===== src/rtl/bram_pkg.sv =====
// Shared types and helpers for the simple-dual-port BRAM golden model.
// Optional parity storage is enabled with `define BRAM_PARITY_EN.
package bram_pkg;

  localparam int RD_LAT_MAX = 2;
  localparam int DATA_W_MAX = 72;

  typedef enum logic {
    RDW_READ_FIRST  = 1'b0,
    RDW_WRITE_FIRST = 1'b1
  } rdw_mode_e;

  typedef enum logic {
    CLEAR = 1'b0,
    READY = 1'b1
  } clr_state_e;

  // Narrower words are zero-extended by the caller; zeros do not change the XOR.
  function automatic logic parity_even(input logic [DATA_W_MAX-1:0] data);
    return ^data;
  endfunction

endpackage


===== src/rtl/bram_rd_pipe.sv =====
// Optional output register stage of the BRAM read path (present when RD_LAT = 2).
// Carries a parity-error flag alongside the data when BRAM_PARITY_EN is defined.
module bram_rd_pipe
  import bram_pkg::*;
#(
  parameter int DATA_W = 8,
  parameter int RD_LAT = 1
) (
  input  logic              clock,
  input  logic              reset,
  input  logic              in_valid,
  input  logic [DATA_W-1:0] in_data,
`ifdef BRAM_PARITY_EN
  input  logic              in_perr,
  output logic              out_perr,
`endif
  output logic              out_valid,
  output logic [DATA_W-1:0] out_data
);

  generate
    if (RD_LAT >= RD_LAT_MAX) begin : g_out_reg
      // Data only loads on a valid beat so rd_data holds between reads.
      always_ff @(posedge clock) begin
        if (reset) begin
          out_valid <= 1'b0;
          out_data  <= '0;
`ifdef BRAM_PARITY_EN
          out_perr  <= 1'b0;
`endif
        end else begin
          out_valid <= in_valid;
          if (in_valid) out_data <= in_data;
`ifdef BRAM_PARITY_EN
          out_perr  <= in_valid && in_perr;
`endif
        end
      end
    end else begin : g_bypass
      logic unused_bypass;
      assign unused_bypass = ^{clock, reset};
      assign out_valid     = in_valid;
      assign out_data      = in_data;
`ifdef BRAM_PARITY_EN
      assign out_perr      = in_perr;
`endif
    end
  endgenerate

endmodule


===== src/rtl/bram_sdp_param.sv =====
// Parametrised simple-dual-port block memory with post-reset clear sweep and read-valid pipeline.
// Define BRAM_PARITY_EN to store a per-word even-parity bit and report rd_perr.
module bram_sdp_param
  import bram_pkg::*;
#(
  parameter int DATA_W     = 8,
  parameter int ADDR_W     = 8,
  parameter int DEPTH      = 256,
  parameter int RD_LAT     = 1,
  parameter int RDW_MODE   = 0,
  parameter int INIT_CLEAR = 1
) (
  input  logic              clock,
  input  logic              reset,
  input  logic              wr_en,
  input  logic [ADDR_W-1:0] wr_addr,
  input  logic [DATA_W-1:0] wr_data,
  input  logic              rd_en,
  input  logic [ADDR_W-1:0] rd_addr,
`ifdef BRAM_PARITY_EN
  input  logic              wr_perr_inject,
  output logic              rd_perr,
`endif
  output logic [DATA_W-1:0] rd_data,
  output logic              rd_valid,
  output logic              init_busy
);

`ifdef BRAM_PARITY_EN
  localparam int MEM_W = DATA_W + 1;
`else
  localparam int MEM_W = DATA_W;
`endif

  localparam logic [0:0]      ST_CLEAR = CLEAR;
  localparam logic [0:0]      ST_READY = READY;
  localparam rdw_mode_e       RDW      = rdw_mode_e'(RDW_MODE[0]);
  localparam logic [ADDR_W:0] DEPTH_X  = (ADDR_W+1)'(DEPTH);
  localparam logic [ADDR_W:0] CLR_LAST = (ADDR_W+1)'(DEPTH - 1);
  localparam logic [ADDR_W:0] CLR_ONE  = (ADDR_W+1)'(1);

  logic [0:0]        state;
  logic [ADDR_W:0]   clr_cnt;
  logic [MEM_W-1:0]  mem [DEPTH];
  logic              clr_we;
  logic              wr_accept;
  logic              rd_accept;
  logic              rd_in_range;
  logic [MEM_W-1:0]  wr_word;
  logic [MEM_W-1:0]  rd_word;
  logic              s1_valid;
  logic [DATA_W-1:0] s1_data;
`ifdef BRAM_PARITY_EN
  logic              s1_perr;
`endif

  assign init_busy   = (state == ST_CLEAR);
  assign clr_we      = init_busy && !reset;
  assign wr_accept   = !reset && !init_busy && wr_en && ({1'b0, wr_addr} < DEPTH_X);
  assign rd_accept   = !reset && !init_busy && rd_en;
  assign rd_in_range = ({1'b0, rd_addr} < DEPTH_X);

`ifdef BRAM_PARITY_EN
  assign wr_word = {parity_even(DATA_W_MAX'(wr_data)) ^ wr_perr_inject, wr_data};
`else
  assign wr_word = wr_data;
`endif

  // clr_cnt carries one spare bit so DEPTH = 2**ADDR_W cannot wrap before the compare.
  always_ff @(posedge clock) begin
    if (reset) begin
      state   <= (INIT_CLEAR != 0) ? ST_CLEAR : ST_READY;
      clr_cnt <= '0;
    end else if (state == ST_CLEAR) begin
      clr_cnt <= clr_cnt + CLR_ONE;
      if (clr_cnt == CLR_LAST) state <= ST_READY;
    end
  end

  always_ff @(posedge clock) begin
    if (clr_we) mem[clr_cnt[ADDR_W-1:0]] <= '0;
    else if (wr_accept) mem[wr_addr] <= wr_word;
  end

  // Read-first falls out of the array read seeing pre-edge contents; write-first bypasses.
  always_comb begin
    rd_word = '0;
    if (rd_in_range) begin
      if ((RDW == RDW_WRITE_FIRST) && wr_accept && (wr_addr == rd_addr)) rd_word = wr_word;
      else rd_word = mem[rd_addr];
    end
  end

  always_ff @(posedge clock) begin
    if (reset) begin
      s1_valid <= 1'b0;
      s1_data  <= '0;
`ifdef BRAM_PARITY_EN
      s1_perr  <= 1'b0;
`endif
    end else begin
      s1_valid <= rd_accept;
      if (rd_accept) s1_data <= rd_word[DATA_W-1:0];
`ifdef BRAM_PARITY_EN
      s1_perr  <= rd_accept && (parity_even(DATA_W_MAX'(rd_word[DATA_W-1:0])) != rd_word[DATA_W]);
`endif
    end
  end

  bram_rd_pipe #(
    .DATA_W (DATA_W),
    .RD_LAT (RD_LAT)
  ) u_rd_pipe (
    .clock     (clock),
    .reset     (reset),
    .in_valid  (s1_valid),
    .in_data   (s1_data),
`ifdef BRAM_PARITY_EN
    .in_perr   (s1_perr),
    .out_perr  (rd_perr),
`endif
    .out_valid (rd_valid),
    .out_data  (rd_data)
  );

endmodule

===== config.mk =====
export PLATFORM = sky130hd
export DESIGN_NAME = bram_sdp_param
export DESIGN_NICKNAME = d
export VERILOG_FILES = /design/src/rtl/bram_pkg.sv /design/src/rtl/bram_rd_pipe.sv /design/src/rtl/bram_sdp_param.sv
export SDC_FILE = /design/constraint.sdc
export NUM_CORES = 2
export LEC_CHECK = 0
export ABC_AREA = 1
export CORE_ASPECT_RATIO = 0.6
export CORE_MARGIN = 2
export CORE_UTILIZATION = 35
export CTS_CLUSTER_SIZE = 8
export DETAILED_ROUTE_END_ITERATION = 10
export HOLD_SLACK_MARGIN = 0.1
export SYNTH_ARGS = -nofsm -noshare
export SYNTH_HDL_FRONTEND = slang
export SYNTH_SLANG_ARGS = --single-unit

===== constraint.sdc =====
create_clock -name clock -period 16.99 [get_ports clock]
set_input_delay 3.398 -clock clock [delete_from_list [all_inputs] [get_ports clock]]
set_output_delay 3.398 -clock clock [all_outputs]
set_load 0.05 [all_outputs]

==> metrics.md <==
| Metric | Value |
|---|---|
| Period utilization | `0.428` |
| Fmax | `137 MHz` |
| Num CTS Buffers | `300` |
| Vias in the first global route | `between 50000 and 60000` |
| Critical Path Sink Type | `flip-flop` |
| Layout Cells excl Fill | `10400` |
| Met1 Resource Use GR | `0.314` |
| Clk slew on worst S/H paths | `approximately 0.05 ns` |
| Max-cap violation count | `0` |
| Post-DR vias/cell | `5.49` |
| Synth Area in Compound Gates | `0.00178` |
| Final HPWL DP | `143000 um` |
| Worst-skew pair later-pin latency | `slightly above 0.8 ns` |
| CTS Sinks | `2067` |
| Outcome | `finished, final reports clean` |
| Core area | `239000 um2` |
| Worst rel slew slack | `0.103` |
| Simple logic cell fraction of the synthesized area | `0.234` |
| Post_cts resized | `0` |
| Port Buffers | `37` |
| Gr ovfl total | `0` |
| CTS Buffer Depth | `4` |
| Max VDD drop | `between 0.07 and 0.08 mV` |
| Clock Skew | `0.0661 ns` |
| Initial core utilization | `0.352` |
| Fin area | `95300 um2` |
| Final Routed Wirelength | `252000 um` |
| Root Driver | `clkbuf_16` |
| Power Density | `119 nW/um2` |
| M3 GR Usage | `0.0653` |
| Worst Hold Class | `reg2reg` |
| DR pass1 iterations | `6` |
| Crit-path max FO | `198` |
| RSZ-0062 raised after global routing | `no` |
| Adder-cell share of the synthesized area | `0.000297` |
| Mapped Area | `84200 um2` |
| Synth cell types | `27` |
| Total of warnings raised by yosys | `0` |
| Worst Path Required | `17.72 ns` |
| Fraction of layout cells with a size suffix above 1 | `0.0652` |
| CTS tree | `done` |
| Die height | `384 um` |
| Nets | `7168` |
| Syn Inst Count | `7198` |
| Die width | `around 640 um` |
| Total global-route track usage | `0.201` |
| Worst Tran Pin Value | `1.34 ns` |
| # H-tree levels | `5` |
| Final setup vio count | `0` |
| Post-DRT Antenna Nets | `0` |
| Initial antenna violation count | `14` |
| Syn Area/Cell | `11.7 um2` |
| CTS Hold Bufs | `0` |
| Tmin final | `7.27 ns` |
| Worst EP arrival | `8.00 ns` |
| Largest family of logic cells by synthesized area | `simple AND/OR/NAND/NOR gates` |
| Area grow syn2layout | `13.1%` |
| DRC | `0` |
| Wire per inst | `24.3 um` |
| Register area share after synthesis | `0.735` |
| Post-Syn Nets | `7228` |
| Setup CP Type | `in2reg` |
| Pleak | `34.5 nW` |
| Die footprint | `roughly 240000 um2` |
| Row cnt | `139` |
| Largest net degree at the start of global routing | `about 200` |
| XOR/XNOR Fraction of Synth Area | `0.000104` |
| Met2 Use GR | `0.268` |
| Max-slew violations | `0` |
| DRT iter0 DRCs | `8941` |
| Endpoints failing hold | `0` |
| Post-synthesis mux area share | `0` |
| I/O pins | `38` |
| # Post-CTS Setup Buffers | `0` |
| Reg-to-reg slack, setup | `12.79 ns` |
| RePlAce Congestion | `0.894` |
| GRT busiest layer | `met1` |
| Post-placement cell count | `roughly 10000` |
| Fin Setup TNS | `0 ns` |
| Placed instance area | `87200 um2` |
| Vias | `56900` |
| Crit path launch type | `primary input` |
| First-pass GRT wire length | `368000 um` |
| Flops & latches, synth | `2067` |
==> per-stage QoR <==
stage               hold WS [ns]  setup slack (ns)  total power, mW  utilization
global placement           0.447              8.92             6.13        0.364
floorplan                  0.428              5.88             5.94            -
finish                     0.491              9.72             11.4        0.398
CTS                        0.488              9.80             11.4        0.398
detailed placement         0.480              8.95             6.13        0.364
global route               0.532              9.45             11.7        0.398
==> final cells by class <==
class,instances,area [um2]
Sequential cell,2067,61900
Clock inverter,7,56.3
Inverter,62,258
Clock buffer,353,7980
Tap cell,3172,3970
Fill cell,22300,144000
Timing Repair Buffer,123,1130
Antenna cell,5,12.5
Multi-Input combinational cell,4584,20000
==> where the power goes <==
group          internal, mW  switching, mW
Sequential             5.53        0.00140
Combinational         0.119          0.396
Clock                  3.25           2.08
==> per-layer routing <==
metal,up-vias,part of all wire
li1,25200,-
met2,3289,0.40
met5,-,0.00049
met4,4,0.018
met1,28100,0.45
met3,353,0.13
==> final timing paths <==
check	end	cells after the start	start
max	s1_data[0]	16	rd_addr[0]
min	clr_cnt[1]	2	clr_cnt[1]
max reg2reg	mem[1][1]	7	state
min reg2reg	clr_cnt[1]	2	clr_cnt[1]
==> registers in the layout, indices dropped and copies added (netlist names) <==
signal    count
mem        2048
s1_data       8
s1_valid      1
state         1
clr_cnt       9
==> cells in the mapped netlist <==
cell | instances | area, um2
a21oi_1 | 5 | 25.0
buf_1 | 67 | 251
buf_2 | 283 | 1420
buf_4 | 15 | 113
buf_6 | 1 | 11.3
clkbuf_1 | 119 | 447
clkinv_1 | 1 | 3.75
dfxtp_1 | 19 | 380
edfxtp_1 | 2048 | 61500
ha_1 | 2 | 25.0
inv_1 | 52 | 195
inv_2 | 9 | 33.8
nand2_1 | 2281 | 8560
nand2_2 | 15 | 93.8
nand2_4 | 1 | 11.3
nand3_1 | 1955 | 9780
nand3_2 | 1 | 10.0
nand4_1 | 2 | 12.5
nor2_1 | 295 | 1110
nor2_2 | 1 | 6.26
nor2_4 | 7 | 78.8
nor3_1 | 4 | 20.0
nor3b_4 | 1 | 18.8
o21ai_0 | 5 | 25.0
o21ai_2 | 4 | 35.0
o21ai_4 | 4 | 65.1
xor2_1 | 1 | 8.76
==> cells in the final DEF, fill, tap and decap left out, drive strengths merged <==
master / count
nand3: 1956
nand2: 2297
ha: 2
nand4: 2
diode: 5
nor3: 4
buf: 92
clkbuf: 353
nor2: 303
o21ai: 13
clkdlybuf4s50: 31
dfxtp: 19
xor2: 1
inv: 67
clkinv: 2
nor3b: 1
a21oi: 5
edfxtp: 2048
==> logic make-up after synthesis <==
| logic type | count (synthesis) |
|---|---|
| AO/OA/AOI/OAI | 18 |
| adder cells (fa/ha/maj) | 2 |
| XOR/XNOR | 1 |
| AND/OR/NAND/NOR | 4563 |
| flip-flops | 2067 |
| buffers and inverters | 547 |
==> worst max-delay path, cell delays in order <==
cell	delay (ns)
buf_8	0.53
buf_12	0.73
buf_12	0.55
buf_4	0.96
nand2_1	0.10
nand3_1	0.22
nand3_1	0.11
nand3_1	0.17
nand3_1	0.21
nand2_1	0.14
nand2_1	0.07
nand2_1	0.20
nand2_1	0.11
nand3_1	0.11
nand3_1	0.08
nand2_1	0.07
Power figures use the tool's default switching activity.
